`src/rtl/uart_rx_port_if.sv`:
```
// UART receiver register/line bundle.
// Carries the serial input line, the core's clear strobe and the receiver's
// data/status registers between the core-side logic and uart_rx_port.
//   rx_serial      : serial line into the receiver (idles high)
//   rx_clear       : one-cycle strobe clearing the status flags
//   rx_data        : last good byte, zero-extended to DATA_WIDTH
//   rx_ready       : unread byte present
//   rx_frame_error : sticky, stop bit sampled low
//   rx_overrun     : sticky, byte completed while rx_ready was set
// master: core/bench side that drives the line and clear strobe.
// slave : the receiver peripheral.
interface uart_rx_port_if #(
  parameter int unsigned DATA_WIDTH = 32
) ();
  logic                  rx_serial;
  logic                  rx_clear;
  logic [DATA_WIDTH-1:0] rx_data;
  logic                  rx_ready;
  logic                  rx_frame_error;
  logic                  rx_overrun;

  modport master (
    output rx_serial,
    output rx_clear,
    input  rx_data,
    input  rx_ready,
    input  rx_frame_error,
    input  rx_overrun
  );

  modport slave (
    input  rx_serial,
    input  rx_clear,
    output rx_data,
    output rx_ready,
    output rx_frame_error,
    output rx_overrun
  );
endinterface

```
`src/rtl/uart_rx_port.sv`:
```
// Memory-mapped UART receiver (8N1).
// Samples the asynchronous rx_serial line through a two-flop synchronizer,
// finds the start bit, samples each data bit mid-bit (LSB first) and checks
// the stop bit. A good frame loads the byte register and raises rx_ready;
// a bad stop bit raises the sticky rx_frame_error. Completing a byte while
// rx_ready is still set raises the sticky rx_overrun. rx_clear drops all
// three flags but never touches the data register or the FSM.
// Ports:
//   clk    : system clock, rising edge
//   reset  : synchronous, active-low reset
//   rx_bus : slave side of uart_rx_port_if (line, clear, data, flags)
module uart_rx_port #(
  parameter int unsigned DATA_WIDTH   = 32,
  parameter int unsigned CLKS_PER_BIT = 434
) (
  input  logic           clk,
  input  logic           reset,
  uart_rx_port_if.slave  rx_bus
);

  localparam int unsigned Half = CLKS_PER_BIT / 2;
  localparam int unsigned CntW = (CLKS_PER_BIT > 2) ? $clog2(CLKS_PER_BIT) : 1;
  localparam logic [CntW-1:0] BitEnd  = CntW'(CLKS_PER_BIT - 1);
  localparam logic [CntW-1:0] HalfEnd = CntW'(Half - 1);

  typedef enum logic [1:0] {StIdle, StStart, StData, StStop} state_e;

  state_e          state_q;
  logic [1:0]      sync_q;
  logic            armed_q;
  logic [CntW-1:0] baud_q;
  logic [2:0]      bit_idx_q;
  logic [7:0]      shift_q;
  logic [7:0]      data_q;
  logic            ready_q;
  logic            ferr_q;
  logic            ovr_q;

  logic rx_s;
  assign rx_s = sync_q[1];

  always_ff @(posedge clk) begin
    if (!reset) begin
      state_q   <= StIdle;
      sync_q    <= 2'b11;
      armed_q   <= 1'b0;
      baud_q    <= '0;
      bit_idx_q <= 3'd0;
      shift_q   <= 8'h00;
      data_q    <= 8'h00;
      ready_q   <= 1'b0;
      ferr_q    <= 1'b0;
      ovr_q     <= 1'b0;
    end else begin
      sync_q <= {sync_q[0], rx_bus.rx_serial};

      // Clear first so a same-cycle frame completion below takes priority.
      if (rx_bus.rx_clear) begin
        ready_q <= 1'b0;
        ferr_q  <= 1'b0;
        ovr_q   <= 1'b0;
      end

      unique case (state_q)
        StIdle: begin
          // Only a high-to-low transition starts a frame; a held-low line
          // (break) must go high again before the next frame is accepted.
          if (rx_s) begin
            armed_q <= 1'b1;
          end else if (armed_q) begin
            armed_q <= 1'b0;
            baud_q  <= '0;
            state_q <= StStart;
          end
        end

        StStart: begin
          if (baud_q == HalfEnd) begin
            baud_q <= '0;
            if (!rx_s) begin
              bit_idx_q <= 3'd0;
              state_q   <= StData;
            end else begin
              // Glitch shorter than half a bit: drop it silently.
              armed_q <= 1'b1;
              state_q <= StIdle;
            end
          end else begin
            baud_q <= baud_q + 1'b1;
          end
        end

        StData: begin
          if (baud_q == BitEnd) begin
            baud_q             <= '0;
            shift_q[bit_idx_q] <= rx_s;
            bit_idx_q          <= bit_idx_q + 3'd1;
            if (bit_idx_q == 3'd7) begin
              state_q <= StStop;
            end
          end else begin
            baud_q <= baud_q + 1'b1;
          end
        end

        StStop: begin
          if (baud_q == BitEnd) begin
            baud_q  <= '0;
            state_q <= StIdle;
            armed_q <= rx_s;
            if (rx_s) begin
              data_q  <= shift_q;
              ready_q <= 1'b1;
              if (ready_q && !rx_bus.rx_clear) begin
                ovr_q <= 1'b1;
              end
            end else begin
              ferr_q <= 1'b1;
            end
          end else begin
            baud_q <= baud_q + 1'b1;
          end
        end

        default: state_q <= StIdle;
      endcase
    end
  end

  assign rx_bus.rx_data        = {{(DATA_WIDTH - 8){1'b0}}, data_q};
  assign rx_bus.rx_ready       = ready_q;
  assign rx_bus.rx_frame_error = ferr_q;
  assign rx_bus.rx_overrun     = ovr_q;

endmodule

```
`src/flat_wrapper.sv`:
```
// flat-port wrapper written by rule: the top's interface ports become plain ports
module uart_rx_port_flat 
#(
  parameter int unsigned DATA_WIDTH   = 32,
  parameter int unsigned CLKS_PER_BIT = 434
)
  (clk, reset, rx_bus_rx_serial, rx_bus_rx_clear, rx_bus_rx_data, rx_bus_rx_ready, rx_bus_rx_frame_error, rx_bus_rx_overrun);
  uart_rx_port_if #(.DATA_WIDTH(DATA_WIDTH)) rx_bus_i ();
  input  logic clk;
  input  logic reset;
  input wire logic [$bits(rx_bus_i.rx_serial)-1:0] rx_bus_rx_serial;
  input wire logic [$bits(rx_bus_i.rx_clear)-1:0] rx_bus_rx_clear;
  output wire logic [$bits(rx_bus_i.rx_data)-1:0] rx_bus_rx_data;
  output wire logic [$bits(rx_bus_i.rx_ready)-1:0] rx_bus_rx_ready;
  output wire logic [$bits(rx_bus_i.rx_frame_error)-1:0] rx_bus_rx_frame_error;
  output wire logic [$bits(rx_bus_i.rx_overrun)-1:0] rx_bus_rx_overrun;
  assign rx_bus_i.rx_serial = rx_bus_rx_serial;
  assign rx_bus_i.rx_clear = rx_bus_rx_clear;
  assign rx_bus_rx_data = rx_bus_i.rx_data;
  assign rx_bus_rx_ready = rx_bus_i.rx_ready;
  assign rx_bus_rx_frame_error = rx_bus_i.rx_frame_error;
  assign rx_bus_rx_overrun = rx_bus_i.rx_overrun;
  uart_rx_port #(.DATA_WIDTH(DATA_WIDTH), .CLKS_PER_BIT(CLKS_PER_BIT)) u_core (.clk(clk), .reset(reset), .rx_bus(rx_bus_i));
endmodule
```
`config.mk`:
```
export PLATFORM = sky130hd
export DESIGN_NAME = uart_rx_port_flat
export DESIGN_NICKNAME = d
export VERILOG_FILES = /design/src/rtl/uart_rx_port_if.sv /design/src/rtl/uart_rx_port.sv /design/src/flat_wrapper.sv
export SDC_FILE = /design/constraint.sdc
export NUM_CORES = 1
export LEC_CHECK = 0
export BUFFER_PORTS_ARGS = -buffer_cell sky130_fd_sc_hd__buf_4
export CORE_MARGIN = 4
export CORE_UTILIZATION = 37
export DETAILED_ROUTE_END_ITERATION = 10
export PLACE_DENSITY = 0.54
export SYNTH_ARGS = -nofsm -noshare
export SYNTH_HDL_FRONTEND = slang
export SYNTH_SLANG_ARGS = --single-unit
```
`constraint.sdc`:
```
create_clock -name clk -period 3.24 [get_ports clk]
set_clock_uncertainty 0.2 [all_clocks]
set_input_delay 0.486 -clock clk [delete_from_list [all_inputs] [get_ports clk]]
set_output_delay 0.486 -clock clk [all_outputs]
set_load 0.03 [all_outputs]
```
==> run_results.csv, run 1 <==
group,metric,value,unit
power_and_ir_drop,ir_drop,0.220,mV
timing,report.final.hold_viol_count,0,
synthesis,ys_seq_area_frac,0.365,
global_route,grt_overflow,0,
worst_setup_path,cp_data_arrival_time,2.36,ns
timing,period_share,0.733,
synthesis,syn_inst,236,
synthesis,postSynthAreaPerCell,8.37,sq um
floorplan,die_w,81.1,microns
routing,vias_per_cell,4.97,
floorplan,num_rows,26,
synthesis,synth_top_cell_area_share,0.365,
timing,tightestPinTransition,1.00,ns
clock_network,path_clk_slew,0.07,ns
final_layout,n_antenna_cell,0,
routing,drtPass1Iterations,4,
worst_setup_path,reg2reg_from,"u_core.baud_q[0]",
floorplan,initial_utilization,0.384,
power_and_ir_drop,power,909,uW
placed_design,place.gp.congestion,0.781,
synthesis,synth_top_area_cell,"dfxtp_1",
clock_network,htreeDepth,2,
timing,period_minus_slack,2.37,ns
global_route,first_global_vias,1380,
clock_network,root_buffer,"clkbuf_8",
worst_setup_path,cp.required,3.23,ns
global_route,grt_max_degree,23,
clock_network,cts_tree,"built",
clock_network,ctsResizeCount,0,
global_route,grtUsageTotal,0.128,
synthesis,ys_seq_elements,36,
worst_setup_path,cp-end-kind,"register",
worst_setup_path,crit_start,"u_core.baud_q[0]",
clock_network,cts_hold_buf,0,
final_layout,fin_area,2110,sq um
routing,drt_iter0_drc,121,
synthesis,synth_cell_type_count,47,
final_layout,multi_input_area,1050,sq um
floorplan,ios,39,
routing,vias,1561,
timing,setup_viol,0,
hold_path,hold_path.class,"in -> reg",
synthesis,synth_ff_type,"dfxtp_1",
final_layout,drive_gt1_frac,0.119,
final_layout,areaGrowthSynthToFinish,6.78,%
floorplan,die_h,81.1,microns
synthesis,syn_area,1970,sq um
worst_setup_path,worstSetupStartpointType,"register",
synthesis,synth-async-reset-ratio,0,
synthesis,synth_area_leaders,"dfxtp_1 (37%), buf_4 (9.9%), nand2_1 (7.4%)",
floorplan,coreArea,5140,sq um
routing,wl_per_cell,12.8,microns
worst_setup_path,endpoint,"u_core.baud_q[7]",
placed_design,place_area,2000,sq um
worst_setup_path,critPathKind,"reg -> reg",
outcome,outcome,"finished, final reports clean",
clock_network,worstSkewPairLatency,0.29,ns
global_route,grt_pass1_wl,6580,microns
floorplan,die_area,6570,sq um
timing,rsz0062_at_grt,"false",
global_route,antenna_found_initial,0,
worst_setup_path,r2r_slack,0.87,ns
synthesis,synth_edf_count,0,
placed_design,hpwl,2720,microns
clock_network,cts_max_path_buffers,2,
clock_network,cts.sinks,36,
final_layout,nets,252,
worst_setup_path,reg2reg_to,"u_core.baud_q[7]",
synthesis,yosysWarningCount,0,
routing,drc,0,
placed_design,io_buffers,14,
timing,setup_tns,0,ns
final_layout,regArea,721,sq um
clock_network,post-cts-setup-buffers,0,
worst_setup_path,crit_fanout,12,
clock_network,cts_made_buffers,5,
run,drv_cap,0,
timing,max_freq,421,MHz
routing,wl,4010,microns
timing,finalMaxSlewViolations,0,
power_and_ir_drop,powerDensity,431,nW/um^2
timing,slew_headroom,0.333,
routing,ant_nets,0,
worst_setup_path,worstRegToRegCells,6,
final_layout,nFillCells,532,
power_and_ir_drop,leakage,0.000792,uW
logic make-up after synthesis:
family,Yosys count,synth area share
DFF,36,0.365
AOI/OAI and AO/OA,48,0.165
and+or+nand+nor,91,0.240
buffers and inverters,45,0.145
muxes,10,0.0507
adders and majority gates,5,0.0317
other,1,0.00190
worst min path at each step:
stage,cells after the start,slack [ns],end,startpoint
finish,2,0.17,u_core.rx_bus.rx_overrun,rx_bus_rx_clear
global route,2,0.18,u_core.rx_bus.rx_overrun,rx_bus_rx_clear
CTS,2,0.17,u_core.rx_bus.rx_overrun,rx_bus_rx_clear
detailed placement,1,0.20,u_core.sync_q[1],u_core.sync_q[0]
global placement,1,0.19,u_core.sync_q[1],u_core.sync_q[0]
floorplan,1,0.19,u_core.sync_q[1],u_core.sync_q[0]
layout by cell type (no fill, tap or decap), types with 5 or more instances in the layout:
cell      Yosys  routed
nor2_1       10      10
nand3_1       8       8
a31oi_1       7       7
a21oi_1      16      16
nor3_1        6       6
nand2b_1      5       5
dfxtp_1      36      36
o22ai_1       5       5
ha_1          5       5
buf_4        26      14
nand2_1      39      39
mux2i_1      10      10
clkbuf_8      0       5
conb_1        1      24
inv_1         8       8
power by group:
group          switching (uW)  internal [uW]  total (uW)
combinational            56.4           9.49        65.9
clock                     166            228         394
sequential               3.99            445         449
total                     226            682         909
routing by layer:
metal	vias to the layer above	part of all wire	track usage
met5	-	0	0
met2	37	0.43	0.195
met1	727	0.50	0.175
li1	793	-	-
met3	4	0.058	0.0310
met4	0	0.011	0.0456
Yosys cell counts (all sizes together), types with 2 or more instances:
library cell	number
a211oi	2
a21oi	17
a31oi	7
and2	3
and4	2
buf	31
clkbuf	6
dfxtp	36
ha	5
inv	8
mux2i	10
nand2	39
nand2b	5
nand3	8
nand4	4
nor2	10
nor2b	2
nor3	6
nor3b	2
o211ai	2
o21a	2
o21ai	5
o22ai	5
or3	2
stage by stage:
stage / cells / setup WS (ns) / hold slack (ns) / util
after floorplan: 259 / 1.46 / 0.186 / -
after global placement: 306 / 0.989 / 0.193 / 0.389
after detailed placement: 306 / 0.929 / 0.195 / 0.389
after CTS: 314 / 0.917 / 0.168 / 0.410
after global routing: 314 / 0.719 / 0.176 / 0.410
final: 314 / 0.866 / 0.172 / 0.410
registers in the layout (all words and copies together), names as in the netlist, named ones only:
register                      count
u_core.state_q                    1
u_core.rx_bus.rx_overrun          1
u_core.shift_q                    8
u_core.armed_q                    1
u_core.bit_idx_q                  3
u_core.sync_q                     2
u_core.baud_q                     9
u_core.rx_bus.rx_frame_error      1
u_core.data_q                     8
u_core.rx_bus.rx_ready            1
layout make-up:
| type | instances | share of cell area |
|---|---|---|
| Clock buffer | 5 | 0.0326 |
| Multi-Input combinational cell | 178 | 0.500 |
| Timing Repair Buffer | 14 | 0.0499 |
| Sequential cell | 36 | 0.342 |
| Inverter | 8 | 0.0142 |
| Tap cell | 70 | 0.0415 |
| Clock inverter | 3 | 0.0202 |
worst max-delay path: stages, from the launching register on:
cell and delay [ns]:
dfxtp_1 0.38, inv_1 0.09, ha_1 0.20, nor4b_4 0.13, a21oi_1 0.78, nor2_1 0.16
o311ai_1 0.32
(Power assumes the default switching activity.)
==> run 2, diff against run 1 <==
clock period = 2.3 ns   (was 3.24 ns; I/O delays follow)
==> run 2 against run 1 <==
Effect of this change: total power increased by 41%; largest power group unchanged; combinational power increased by 49%; via count rose by 1.3%; critical path depth is 1 higher; final cell count increased by 1.6%; highest routed layer unchanged; non-clock buffer count is 5 higher; utilization up 0.66 points; critical endpoint is now u_core.bit_idx_q[1]; clock power rose by 39%; sequential cell count is the same; worst hold slack worse by 0.14 ns; sequential power rose by 41%.
==> run_results.csv, run 2 (same netlist as run 1, synthesis figures left out) <==
group,metric,value,unit
routing,drtPass1Iterations,5,
final_layout,nets,257,
final_layout,fin_cells,319,
placed_design,io_buffers,14,
power_and_ir_drop,internal-power,968,uW
final_layout,fin_area,2140,sq um
routing,vias,1581,
final_layout,top_register,"u_core.baud_q",
routing,vias_per_cell,4.96,
timing,setup_tns,0,ns
clock_network,cts_hold_buf,0,
hold_path,hold_path.class,"in -> reg",
timing,rsz0062_at_grt,"false",
worst_setup_path,critPathKind,"reg -> reg",
clock_network,cts_tree,"built",
final_layout,areaGrowthSynthToFinish,8.49,%
worst_setup_path,cp.required,2.32,ns
final_layout,final_common_cell,"nand2_1",
worst_setup_path,crit_chain,"inv_1, ha_1, nor4b_4, a21oi_1, buf_4, nor2_1, mux2i_1",
global_route,grt_max_degree,23,
worst_setup_path,cp_data_arrival_time,2.02,ns
clock_network,cts_max_path_buffers,2,
floorplan,die_area,6570,sq um
final_layout,reg_top3,"u_core.baud_q x9, u_core.data_q x8, u_core.shift_q x8",
clock_network,ctsResizeCount,0,
clock_network,cts.sinks,36,
final_layout,drive_gt1_frac,0.133,
floorplan,die_h,81.1,microns
power_and_ir_drop,ir_drop,0.342,mV
final_layout,post-route-util,0.417,
final_layout,n_antenna_cell,0,
clock_network,worstSkewPairLatency,0.29,ns
routing,wl_per_cell,12.8,microns
worst_setup_path,cpLargestDelayFamily,"simple AND/OR/NAND/NOR gates",
power_and_ir_drop,p_switching,310,uW
worst_setup_path,worstSetupStartpointType,"register",
floorplan,num_rows,26,
power_and_ir_drop,combPwrFrac,0.077,
power_and_ir_drop,leakage,0.000818,uW
worst_setup_path,crit_buf_inv,2,
placed_design,place.gp.congestion,0.772,
clock_network,path_clk_slew,0.07,ns
clock_network,post-cts-setup-buffers,0,
routing,drc,0,
run,drv_cap,0,
final_layout,final_cell_mix,"nand2_1 (39), dfxtp_1 (36), conb_1 (24), buf_4 (19), a21oi_1 (16)",
global_route,antenna_found_initial,0,
clock_network,htreeDepth,2,
routing,ant_nets,0,
placed_design,place_area,2030,sq um
routing,wl,4070,microns
power_and_ir_drop,sequentialPowerShare,0.496,
placed_design,dp.cells,311,
worst_setup_path,cp-end-kind,"register",
worst_setup_path,crit_fanout,4,
floorplan,die_w,81.1,microns
timing,period_minus_slack,2.01,ns
timing,max_freq,498,MHz
timing,report.final.hold_viol_count,0,
final_layout,largest_reg_flops,9,
global_route,first_global_vias,1431,
floorplan,initial_utilization,0.384,
floorplan,coreArea,5140,sq um
timing,setup_viol,0,
global_route,grt_overflow,0,
clock_network,root_buffer,"clkbuf_8",
power_and_ir_drop,swShare,0.243,
routing,drt_iter0_drc,92,
timing,period_share,0.874,
power_and_ir_drop,power,1280,uW
global_route,grtUsageTotal,0.138,
placed_design,hpwl,2880,microns
clock_network,cts_made_buffers,5,
power_and_ir_drop,p_clk_frac,0.427,
worst_setup_path,max_stage_delay,0.35,ns
floorplan,ios,39,
power_and_ir_drop,powerDensity,597,nW/um^2
global_route,grt_pass1_wl,7000,microns
timing,finalMaxSlewViolations,0,
worst_setup_path,critPathSlowestCell,"dfxtp_1",
outcome,outcome,"finished, final reports clean",
-- run 2: layer usage --
| metal | global-route usage | part of all wire | wire, microns |
|---|---|---|---|
| met1 | 0.198 | 0.51 | 2070 |
| met2 | 0.197 | 0.42 | 1730 |
| met3 | 0.0344 | 0.056 | 227 |
| met4 | 0.0507 | 0.013 | 54 |
| met5 | 0 | 0 | 0 |
-- run 2: worst register-to-register path, stage by stage, from the launching register on --
cell and delay [ns]:
dfxtp_1 0.35, inv_1 0.11, ha_1 0.18, nor4b_4 0.26
a21oi_1 0.13, buf_4 0.17, nor2_1 0.34, mux2i_1 0.22
-- run 2: final timing paths --
kind	endpoint	start	slack, ns	cells after the start
worst max-delay path	u_core.bit_idx_q[1]	u_core.baud_q[0]	0.29	7
worst min register to register	u_core.sync_q[1]	u_core.sync_q[0]	0.21	1
worst max register to register	u_core.bit_idx_q[1]	u_core.baud_q[0]	0.29	7
worst min-delay path	u_core.rx_bus.rx_overrun	rx_bus_rx_clear	0.03	2
-- run 2: through the flow --
step,setup WS [ns],hold slack [ns]
6_report,0.290,0.0342
5_1_grt,0.120,0.0349
4_1_cts,0.282,0.0214
3_5_place_dp,0.300,0.200
3_3_place_gp,0.355,0.188
2_1_floorplan,0.515,0.186
-- run 2: power by group through the flow --
stage | Clock (uW) | Combinational (uW) | Sequential, uW
2_1_floorplan | 0 | 114 | 644
3_3_place_gp | 0 | 97.7 | 648
3_5_place_dp | 0 | 97.7 | 648
4_1_cts | 565 | 98.0 | 633
5_1_grt | 585 | 106 | 634
6_report | 546 | 98.4 | 633
-- run 2: cell type report --
type	instances	area (sq um)
clock inverter	2	35.0
fill	545	3000
tap	70	87.6
multi-input combinational	178	1050
sequential	36	721
inverter	8	30.0
timing repair buffer	19	143
clock buffer	6	72.6
